`config.mk`:
```
export PLATFORM = sky130hd
export DESIGN_NAME = seven_seg_mux_scanner
export DESIGN_NICKNAME = d
export VERILOG_FILES = /design/src/rtl/seven_seg_mux_scanner.sv
export SDC_FILE = /design/constraint.sdc
export NUM_CORES = 1
export LEC_CHECK = 0
export BUFFER_PORTS_ARGS = -buffer_cell sky130_fd_sc_hd__buf_2
export CELL_PAD_IN_SITES_DETAIL_PLACEMENT = 1
export CELL_PAD_IN_SITES_GLOBAL_PLACEMENT = 1
export CORE_MARGIN = 3
export CORE_UTILIZATION = 39
export DETAILED_ROUTE_END_ITERATION = 6
export PLACE_DENSITY = 0.82
export SLEW_MARGIN = 10
export SYNTH_ARGS = -nofsm -noshare
export SYNTH_HDL_FRONTEND = slang
export SYNTH_SLANG_ARGS = --single-unit
```
`constraint.sdc`:
```
create_clock -name div_clk -period 3.1 [get_ports div_clk]
set_clock_uncertainty 0.2 [all_clocks]
set_input_delay 0.775 -clock div_clk [delete_from_list [all_inputs] [get_ports div_clk]]
set_output_delay 0.775 -clock div_clk [all_outputs]
set_load 0.02 [all_outputs]
```
`src/rtl/seven_seg_mux_scanner.sv`:
```
// Purpose : time-multiplexed N-digit common-anode 7-segment scanner with an
//           inter-digit blanking guard, hex decode and per-frame input snapshot.
// Latency : all outputs registered; a frame is NUM_DIGITS*(BLANK_CYCLES+DWELL_CYCLES)
//           div_clk cycles, and the first frame starts on the edge that sees enable=1.
// Backpressure: none; enable=0 parks the scan in IDLE with the display dark on the next edge.
//
// Ports:
//   div_clk, reset_n        scan clock (rising edge), async active-low reset
//   enable                  run the scan; low darkens the display and parks at digit 0
//   digit_data/digit_en/dp  per-digit hex nibble, display enable, decimal point
//   an, seg, dp_n           active-low anodes, segments (seg[0]=a..seg[6]=g), decimal point
//   digit_sel, frame_start  digit being visited; one-cycle pulse on the first cycle of a frame
//
// Optional build macro: LEADING_ZERO_BLANK_EN -- darkens leading zero digits
// (value 0 and no decimal point on that digit and on every higher digit);
// digit 0 is never blanked.

module seven_seg_mux_scanner #(
    parameter int NUM_DIGITS   = 4,
    parameter int DWELL_CYCLES = 4,
    parameter int BLANK_CYCLES = 1
) (
    input  logic                          div_clk,
    input  logic                          reset_n,
    input  logic                          enable,
    input  logic [4*NUM_DIGITS-1:0]       digit_data,
    input  logic [NUM_DIGITS-1:0]         digit_en,
    input  logic [NUM_DIGITS-1:0]         dp,
    output logic [NUM_DIGITS-1:0]         an,
    output logic [6:0]                    seg,
    output logic                          dp_n,
    output logic [$clog2(NUM_DIGITS)-1:0] digit_sel,
    output logic                          frame_start
);

    localparam int SEL_W   = $clog2(NUM_DIGITS);
    localparam int CNT_MAX = (DWELL_CYCLES > BLANK_CYCLES) ? DWELL_CYCLES : BLANK_CYCLES;
    localparam int CNT_W   = $clog2(CNT_MAX + 1);

    localparam logic [SEL_W-1:0] LAST_SEL   = SEL_W'(NUM_DIGITS - 1);
    localparam logic [CNT_W-1:0] DWELL_LAST = CNT_W'(DWELL_CYCLES - 1);
    // Only meaningful when BLANK_CYCLES > 0; BLANK is unreachable otherwise.
    localparam logic [CNT_W-1:0] BLANK_LAST = CNT_W'(BLANK_CYCLES - 1);

    typedef enum logic [1:0] {
        IDLE  = 2'd0,
        BLANK = 2'd1,
        SHOW  = 2'd2
    } state_t;

    // Every digit visit starts here: the guard when one is configured.
    localparam state_t VISIT_ST = (BLANK_CYCLES > 0) ? BLANK : SHOW;

    state_t                    state, state_nxt;
    logic [CNT_W-1:0]          cnt, cnt_nxt;
    logic [SEL_W-1:0]          sel_nxt;
    logic                      fs_nxt;
    logic [4*NUM_DIGITS-1:0]   snap_data, snap_data_nxt;
    logic [NUM_DIGITS-1:0]     snap_en, snap_en_nxt;
    logic [NUM_DIGITS-1:0]     snap_dp, snap_dp_nxt;
    logic                      take_snap;
    logic [NUM_DIGITS-1:0]     sup_mask;
    logic [NUM_DIGITS-1:0]     an_nxt;
    logic [6:0]                seg_nxt;
    logic                      dp_n_nxt;

    function automatic logic [6:0] hex_to_seg(input logic [3:0] h);
        logic [6:0] s;
        s = 7'h7F;
        case (h)
            4'h0: s = 7'h40;
            4'h1: s = 7'h79;
            4'h2: s = 7'h24;
            4'h3: s = 7'h30;
            4'h4: s = 7'h19;
            4'h5: s = 7'h12;
            4'h6: s = 7'h02;
            4'h7: s = 7'h78;
            4'h8: s = 7'h00;
            4'h9: s = 7'h10;
            4'hA: s = 7'h08;
            4'hB: s = 7'h03;
            4'hC: s = 7'h46;
            4'hD: s = 7'h21;
            4'hE: s = 7'h06;
            4'hF: s = 7'h0E;
            default: s = 7'h7F;
        endcase
        return s;
    endfunction

`ifdef LEADING_ZERO_BLANK_EN
    // Walk down from the top digit; the run of suppressible digits ends at the
    // first non-zero value or lit decimal point.
    always_comb begin
        logic lead;
        lead     = 1'b1;
        sup_mask = '0;
        for (int i = NUM_DIGITS - 1; i > 0; i--) begin
            lead        = lead & (digit_data[4*i +: 4] == 4'h0) & ~dp[i];
            sup_mask[i] = lead;
        end
    end
`else
    assign sup_mask = '0;
`endif

    // Next-state, counter, digit pointer and snapshot control.
    always_comb begin
        state_nxt = state;
        cnt_nxt   = cnt;
        sel_nxt   = digit_sel;
        fs_nxt    = 1'b0;
        take_snap = 1'b0;

        case (state)
            IDLE: begin
                if (enable) begin
                    take_snap = 1'b1;
                    fs_nxt    = 1'b1;
                    sel_nxt   = '0;
                    cnt_nxt   = '0;
                    state_nxt = VISIT_ST;
                end
            end
            BLANK: begin
                if (cnt == BLANK_LAST) begin
                    cnt_nxt   = '0;
                    state_nxt = SHOW;
                end else begin
                    cnt_nxt = cnt + 1'b1;
                end
            end
            SHOW: begin
                if (cnt == DWELL_LAST) begin
                    cnt_nxt   = '0;
                    state_nxt = VISIT_ST;
                    if (digit_sel == LAST_SEL) begin
                        // Frame boundary: re-sample inputs so the next frame is coherent.
                        sel_nxt   = '0;
                        take_snap = 1'b1;
                        fs_nxt    = 1'b1;
                    end else begin
                        sel_nxt = digit_sel + 1'b1;
                    end
                end else begin
                    cnt_nxt = cnt + 1'b1;
                end
            end
            default: begin
                state_nxt = IDLE;
                cnt_nxt   = '0;
                sel_nxt   = '0;
            end
        endcase

        // Disable wins over everything: abandon the visit immediately.
        if (!enable) begin
            state_nxt = IDLE;
            cnt_nxt   = '0;
            sel_nxt   = '0;
            fs_nxt    = 1'b0;
            take_snap = 1'b0;
        end
    end

    // Suppressed digits are folded into the enable snapshot so the display
    // path only has to look at one mask.
    always_comb begin
        snap_data_nxt = snap_data;
        snap_en_nxt   = snap_en;
        snap_dp_nxt   = snap_dp;
        if (take_snap) begin
            snap_data_nxt = digit_data;
            snap_en_nxt   = digit_en & ~sup_mask;
            snap_dp_nxt   = dp;
        end
    end

    // Outputs are computed from the next-state values so the registered pins
    // line up with the registered state.
    always_comb begin
        an_nxt   = '1;
        seg_nxt  = 7'h7F;
        dp_n_nxt = 1'b1;
        if (state_nxt == SHOW && snap_en_nxt[sel_nxt]) begin
            an_nxt[sel_nxt] = 1'b0;
            seg_nxt         = hex_to_seg(snap_data_nxt[{sel_nxt, 2'b00} +: 4]);
            dp_n_nxt        = ~snap_dp_nxt[sel_nxt];
        end
    end

    always_ff @(posedge div_clk or negedge reset_n) begin
        if (!reset_n) begin
            state       <= IDLE;
            cnt         <= '0;
            digit_sel   <= '0;
            frame_start <= 1'b0;
            snap_data   <= '0;
            snap_en     <= '0;
            snap_dp     <= '0;
            an          <= '1;
            seg         <= 7'h7F;
            dp_n        <= 1'b1;
        end else begin
            state       <= state_nxt;
            cnt         <= cnt_nxt;
            digit_sel   <= sel_nxt;
            frame_start <= fs_nxt;
            snap_data   <= snap_data_nxt;
            snap_en     <= snap_en_nxt;
            snap_dp     <= snap_dp_nxt;
            an          <= an_nxt;
            seg         <= seg_nxt;
            dp_n        <= dp_n_nxt;
        end
    end

    // Two lit anodes would short two digits onto one segment bus.
    a_one_anode: assert property (@(posedge div_clk) disable iff (!reset_n) $onehot0(~an))
        else $error("more than one anode driven low: an=%b", an);

endmodule
```
==> impl_results.md, run 1 <==
- Largest net degree at the start of global routing: 28
- Crit start category: register
- Remaining antenna violation count: 0
- Congestion Overflow GR: 0
- I/O pins: 42
- Critical-path maximum fanout: 5
- Pwr dens: 510 nW/um^2
- Register-to-Register Path Depth: 13
- Adder-cell area share of the yosys netlist: between 8 and 9%
- First-pass GRT wire length: around 9400 um
- Htree depth: 2
- Core area: 5570 sq um
- Internal Power: around 1.1 mW
- DRT iter0 DRCs: 75
- Reg2reg setup slack: -0.03 ns
- Clk root buf: clkbuf_8
- Share of power burned in registers: between 40% and 50%
- Synth Area in Simple Gates: between 10 and 15%
- Critical path buffers and inverters: 3
- Mux contribution to synthesized area: 15.5%
- Leakage: 1.43 nW
- Vias in the first global route: roughly 1.9k
- Drt wl/cell: 19.6 um
- Worst path cell trace: ha_4 > ha_4 > or3b_1 > a311o_2 > buf_6 > mux2i_1 > mux2i_2 > inv_2 > ha_4 > inv_2 > mux2i_2 > mux2_4 > nand2_2
- Die footprint: just under 7000 sq um
- Syn_nets: between 200 and 250
- Combinational power share: ~29%
- Synth Cell Area: 2280 sq um
- Initial Utilization: 40.9%
- Total track usage: 18.5%
- Share of post-route cells with drive strength above 1: a little over half
- RSZ-0062 raised after global routing: yes
- Sink Count: 44
- Die W: 82.5 um
- Final Max Tran Viols: 0
- Worst Setup SP: cnt[1]
- Setup crit end kind: register
- Switching fraction of total power: a little under a third
- Crit-path max cell delay: between 0.4 and 0.5 ns
- Prevailing post-synth register cell: dfrtp_1
- Final worst slack: -0.0300 ns
- Num rows: 27
- Status: finished with violations
- Setup TNS: -0.0554 ns
- Number of diodes: 0
- Hold_ws: ~0.28 ns
- Critical Path AT: 3.16 ns
- Clk pwr share: around 29%
- Height of the die: 82.5 um
- Crit path to: seg[3]
- Worst Hold Class: input port to async pin
- Sequential fraction of the synthesis area: about half
- Synth Area in Compound Gates: a little over a tenth
- Worst reg2reg endpoint: seg[3]
- Cell mode on critical path: ha_4
- Period utilization: 101%
- Failing checks: negative setup slack
- P&R area growth vs syn: 35.7%
- FMAX: between 300 and 400 MHz
- Post-synth cell types: 38
- DRT Wirelength: between 6000 and 7000 um
- Post-Synth XOR/XNOR Area: 0%
- Max VDD drop: between 0.0002 and 0.0003 V
- Layout Nets: about 320
- PortBufs: just over 40
- Total power: roughly 1.6 mW
- Clk buf depth: 2
- Endpoint required time on the critical path: approximately 3.1 ns
- Syn. warnings: 0
- Residual DRC count: 0
- Crit. path cell count: 13
- Syn Inst Count: 200
- Worst-Margin Slew: around 0.63 ns
- TritonCTS Buffers: 5
- Slew headroom: 57.8%
- Setup WS pre-CTS: -0.0583 ns
- CTS clk-pin slew, worst paths: 0.09 ns
- Flops & latches, synth: 44
- Final HPWL DP: around 4300 um
- RePlAce Congestion: about 0.85
- Initial antenna violation count: 0
- Reg2reg start: cnt[1]
- CP max-delay cell: a311o_2
- Post-synth EDFFs: 0
- Filler cells: ~600
- Vias/cell: 5.35
- DR vias: 1858
- Max-cap viol count: 0
- Final Hold Viols: 0
- CTS tree: built
- Clock Latency Late Sink: 0.30 ns
- Largest family of logic cells by synthesized area: multiplexers
- Cell family with most CP delay: multiplexers
- Syn avg cell area: 11.4 sq um
- Critical path type: register to register
- Switching pwr: 480 uW
- Final setup violation count: 2
- Final period demand of the worst path: between 3 and 4 ns
- Pre-antenna DRT Iters: 4
- Post-synthesis async set-or-reset flop share: between 90% and 100%
-- synthesized netlist by cell type, drive strengths merged, types with 2 or more instances --
cell type | number | area, sq um
nor2 | 6 | 25.0
a21oi | 7 | 35.0
dfstp | 12 | 315
a2111oi | 5 | 45.0
buf | 9 | 63.8
nand4 | 5 | 31.3
dfrtp | 32 | 801
mux2 | 19 | 214
nand2 | 13 | 48.8
mux2i | 14 | 140
a21o | 5 | 37.5
o21ai | 6 | 30.0
nor3b | 2 | 15.0
and3 | 5 | 31.3
nand3 | 11 | 55.1
inv | 14 | 52.6
ha | 15 | 188
o221ai | 4 | 35.0
nand2b | 3 | 18.8
-- cells in the final DEF (no fill, tap or decap), drive strengths merged, types with 2 or more instances in the layout --
master and count:
buf 76, and3 5, inv 15, nand2 13
nor3b 2, a21oi 7, mux2i 14, mux2 19
clkbuf 5, o21ai 6, nand4 5, dfstp 12
or4 2, nand2b 3, ha 15, a2111oi 5
nand3 11, o221ai 4, a21o 5, nor2 6
dfrtp 32
-- worst reg2reg max path, stage by stage (launching register included) --
cell	delay [ns]
dfrtp_1	0.41
ha_4	0.16
ha_4	0.13
or3b_1	0.36
a311o_2	0.47
buf_6	0.16
mux2i_1	0.12
mux2i_2	0.23
inv_2	0.12
ha_4	0.28
inv_2	0.04
mux2i_2	0.17
mux2_4	0.18
nand2_2	0.05
-- logic make-up (layout without fill, tap and decap cells) --
family	after synthesis	after routing
AOI/OAI and AO/OA	34	34
adders and majority gates	15	15
buffers and inverters	25	99
DFF	44	44
muxes	33	33
and+or+nand+nor	49	50
-- power by group through the flow --
stage	clock network (mW)	registers, mW	logic (mW)
after floorplan	0	0.673	0.247
after global placement	0	0.672	0.349
after detailed placement	0	0.677	0.365
after CTS	0.463	0.667	0.373
after global routing	0.488	0.676	0.494
final	0.453	0.670	0.454
-- timing repair --
item / in CTS / in global routing
hold buffers: 0 / 0
pin swaps: 1 / 8
cloned: 0 / 2
setup buffers: 0 / 8
setup endpoints to repair: 4 / 9
gates resized for setup: 3 / 39
-- how the worst min path moves through the flow --
| stage | end | slack (ns) |
|---|---|---|
| floorplan | cnt[0] | 0.24 |
| global placement | snap_data[7] | 0.26 |
| detailed placement | snap_data[11] | 0.27 |
| CTS | snap_data[11] | 0.29 |
| global route | snap_data[3] | 0.32 |
| finish | snap_data[3] | 0.28 |
-- state kept, by name (all words and copies together), names as in the netlist --
signal,count
snap_dp,4
digit_sel,2
snap_en,4
dp_n,1
frame_start,1
state,2
cnt,3
snap_data,16
seg,7
an,4
-- area by class of cell --
cell class | count | area, sq um | share of cell area, %
inverters | 15 | 57.6 | 1.86
clock inverters | 3 | 46.3 | 1.50
multi-input cells | 132 | 1240 | 40.1
flip-flops and latches | 44 | 1120 | 36.1
well taps | 72 | 90.1 | 2.91
clock buffers | 5 | 68.8 | 2.22
repair buffers | 76 | 473 | 15.3
-- through the flow --
| step | cells | cell area, sq um | util, % |
|---|---|---|---|
| detailed placement | 329 | 2730 | 49.0 |
| global route | 347 | 3090 | 55.5 |
| finish | 347 | 3090 | 55.5 |
| floorplan | 200 | 2310 | - |
| global placement | 329 | 2730 | 49.0 |
| CTS | 337 | 2860 | 51.2 |
-- metal layers --
metal / vias up / share of wire (%) / global-route usage, %
met3: 9 / 4.4 / 4.01
met4: 0 / 1.7 / 5.32
met5: - / 0 / 0
met1: 934 / 42 / 23.7
met2: 51 / 52 / 31.3
li1: 864 / - / -
Note: power is estimated with default switching activity, not from simulation.
==> inputs of run 2 (changes only) <==
--- a/config.mk
+++ b/config.mk
@@ -5,13 +5,15 @@
 export SDC_FILE = /design/constraint.sdc
 export NUM_CORES = 1
 export LEC_CHECK = 0
+export ABC_AREA = 1
+export ABC_CLOCK_PERIOD_IN_PS = 3100
 export BUFFER_PORTS_ARGS = -buffer_cell sky130_fd_sc_hd__buf_2
 export CELL_PAD_IN_SITES_DETAIL_PLACEMENT = 1
 export CELL_PAD_IN_SITES_GLOBAL_PLACEMENT = 1
 export CORE_MARGIN = 3
-export CORE_UTILIZATION = 39
+export CORE_UTILIZATION = 38
 export DETAILED_ROUTE_END_ITERATION = 6
-export PLACE_DENSITY = 0.82
+export PLACE_DENSITY = 0.83
 export SLEW_MARGIN = 10
 export SYNTH_ARGS = -nofsm -noshare
 export SYNTH_HDL_FRONTEND = slang
==> run 2 against run 1 <==
  * The flow now finishes without violations
  * Worst setup slack better by 0.23 ns
  * Area after synthesis rose by 12%
  * Core utilization fell by 9.7 points
  * Critical path depth grew 4
  * Sequential share of layout area grew 1.9 points
  * Critical endpoint unchanged
  * Largest cell class unchanged
  * Highest routed layer unchanged
==> impl_results.md, run 2 <==
- Max-cap viol count: 0
- Height of the die: 87.9 um
- Final worst slack: ~0.2 ns
- Most common cell after layout, fill and taps aside: nand2_1
- RSZ-0062 raised after global routing: no
- Vias/cell: about 5
- TritonCTS Buffers: 5
- RePlAce Congestion: between 0.8 and 0.9
- DR vias: around 2.1k
- FMAX: 345 MHz
- Worst Hold Depth: 1
- Switching pwr: 598 uW
- Sink Count: 44
- Layout Nets: about 400
- Remaining antenna violation count: 0
- P&R area growth vs syn: 15.5%
- Worst Hold Class: register to register
- Drt wl/cell: between 10 and 15 um
- Largest regs: snap_data x16, seg x7
- Share of the synthesized area in the top cell type: a little under a third
- CTS tree: built
- Initial Utilization: 39.6%
- Syn Inst Count: 310
- Filler cells: ~810
- Setup crit end kind: register
- Htree depth: 2
- Most instantiated cells after synthesis: 125 x nand2_1, 32 x dfrtp_1, 28 x nand3_1
- Core area: 6420 sq um
- Share of power burned in registers: around two fifths
- Period utilization: around 94%
- Final period demand of the worst path: around 2.9 ns
- Worst-Margin Slew: ~0.86 ns
- Clock Latency Late Sink: 0.30 ns
- Syn. warnings: 0
- Setup WS pre-CTS: 0.182 ns
- Setup TNS: 0 ns
- Crit start category: register
- Commonest non-fill, non-tap cells in the layout: 125 x nand2_1, 41 x buf_2, 32 x dfrtp_1
- Final setup violation count: 0
- Critical-path maximum fanout: 10
- Total track usage: between 10% and 20%
- Pwr dens: 571 nW/um^2
- Residual DRC count: 0
- Post-synth EDFFs: 0
- Max reg flops: 16
- Max VDD drop: a little over 0.0002 V
- Worst Setup SP: cnt[0]
- Die footprint: just under 8000 sq um
- Synth Cell Area: around 2500 sq um
- CTS clk-pin slew, worst paths: 0.08 ns
- Final HPWL DP: between 5000 and 6000 um
- Hold path startpoint: cnt[0]
- Largest net degree at the start of global routing: 39
- Reg2reg start: cnt[0]
- Syn_nets: about 350
- Num rows: 29
- Post-synthesis async set-or-reset flop share: between 90% and 100%
- Pre-antenna DRT Iters: 4
- First-pass GRT wire length: 10900 um
- Hold_buf cts: 0
- Total power: around 1.7 mW
- Flops & latches, synth: 44
- Number of diodes: 0
- Largest area contributor in the synthesized netlist: dfrtp_1
- PortBufs: 41
- Congestion Overflow GR: 0
- Clk pwr share: 26.9%
- Critical Path AT: 2.92 ns
- Status: completed
- DRT Wirelength: approximately 6500 um
- I/O pins: 42
- Endpoint required time on the critical path: approximately 3.1 ns
- Critical path type: register to register
- Most common cell in the netlist: nand2_1
- Final Max Tran Viols: 0
- Leakage: around 1.5 nW
- Internal Power: 1.08 mW
- Post-synth cell types: 29
- Util after Layout: 45.8%
- Final Hold Viols: 0
- Sequential fraction of the synthesis area: a little over two fifths
- Prevailing post-synth register cell: dfrtp_1
- Most flop-heavy register: snap_data
- Die W: between 80 and 90 um
- Register-to-Register Path Depth: 17
- Slew headroom: a little over two fifths
- Share of post-route cells with drive strength above 1: roughly 30%
- Initial antenna violation count: 0
- Clk root buf: clkbuf_8
- Switching fraction of total power: 35.6%
- Worst reg2reg endpoint: seg[3]
- Syn avg cell area: 8.21 sq um
- Clk buf depth: 2
- DRT iter0 DRCs: 70
- Most area-consuming cells after synthesis: dfrtp_1 31%, nand2_1 18%, dfstp_2 12%, ha_1 7.4%, nand3_1 5.5%
- Vias in the first global route: roughly 2.2k
- Combinational power share: slightly above 30%
- WHS Endpoint: cnt[0]
- Reg2reg setup slack: a little under 0.2 ns
run 2: cell families after synthesis:
kind of cell | after synthesis | share of synthesized area, %
compound gates | 13 | 3.73
fa+ha+maj | 15 | 7.37
buf+inv | 35 | 6.19
flops | 44 | 43.8
simple gates | 203 | 38.9
run 2: area by class of cell:
class	instances	area, sq um	area share, %
timing repair buffer	43	220	7.49
clock inverter	3	46.3	1.57
tap	77	96.3	3.28
sequential	44	1120	37.9
multi-input combinational	231	1270	43.3
inverter	31	119	4.04
clock buffer	5	68.8	2.34
run 2: worst max-delay path by stage:
stage	endpoint	slack [ns]	cells after the start
final	seg[3]	0.20	17
after global routing	seg[3]	0.007	16
after CTS	seg[3]	0.17	16
after detailed placement	seg[3]	0.18	14
after global placement	seg[0]	0.26	16
after floorplan	seg[1]	0.58	17
run 2: metrics by stage:
stage / cells / hold WS [ns] / cell area (sq um)
floorplan: 310 / 0.240 / 2550
global placement: 426 / 0.261 / 2820
detailed placement: 426 / 0.273 / 2820
CTS: 434 / 0.286 / 2940
global route: 434 / 0.291 / 2940
finish: 434 / 0.282 / 2940
run 2: worst max-delay path, cell delays in order, from the launching register on:
cell and delay (ns):
dfrtp_1 0.41, ha_1 0.23, ha_1 0.23, inv_1 0.09, nand2_1 0.10, nand3_2 0.12
nand2_1 0.13, nor2_8 0.18, nor2_2 0.11, nand2_1 0.10, nand2_2 0.08, nor2_4 0.17
inv_1 0.10, ha_1 0.21, nand3_1 0.13, nand2_1 0.10, nand2_1 0.07, nand3_1 0.09
run 2: layer usage:
metal | GRT usage (%) | vias to the layer above | wire length [um]
li1 | - | 1055 | -
met1 | 24.2 | 1022 | 3050
met2 | 29.7 | 40 | 3100
met3 | 2.63 | 13 | 193
met4 | 6.56 | 0 | 128
met5 | 0 | - | 0
run 2: power by group through the flow:
stage               sequential [mW]  clock (mW)  combinational (mW)
CTS                           0.705       0.466               0.527
global route                  0.714       0.489               0.597
floorplan                     0.712           0               0.377
finish                        0.703       0.452               0.525
detailed placement            0.715           0               0.523
global placement              0.709           0               0.501
run 2: what timing repair did:
item | CTS | global route
gates resized for setup | 0 | 1
endpoints found under the hold margin | 0 | 0
setup endpoints to repair | 0 | 3
buffers inserted | 0 | 0
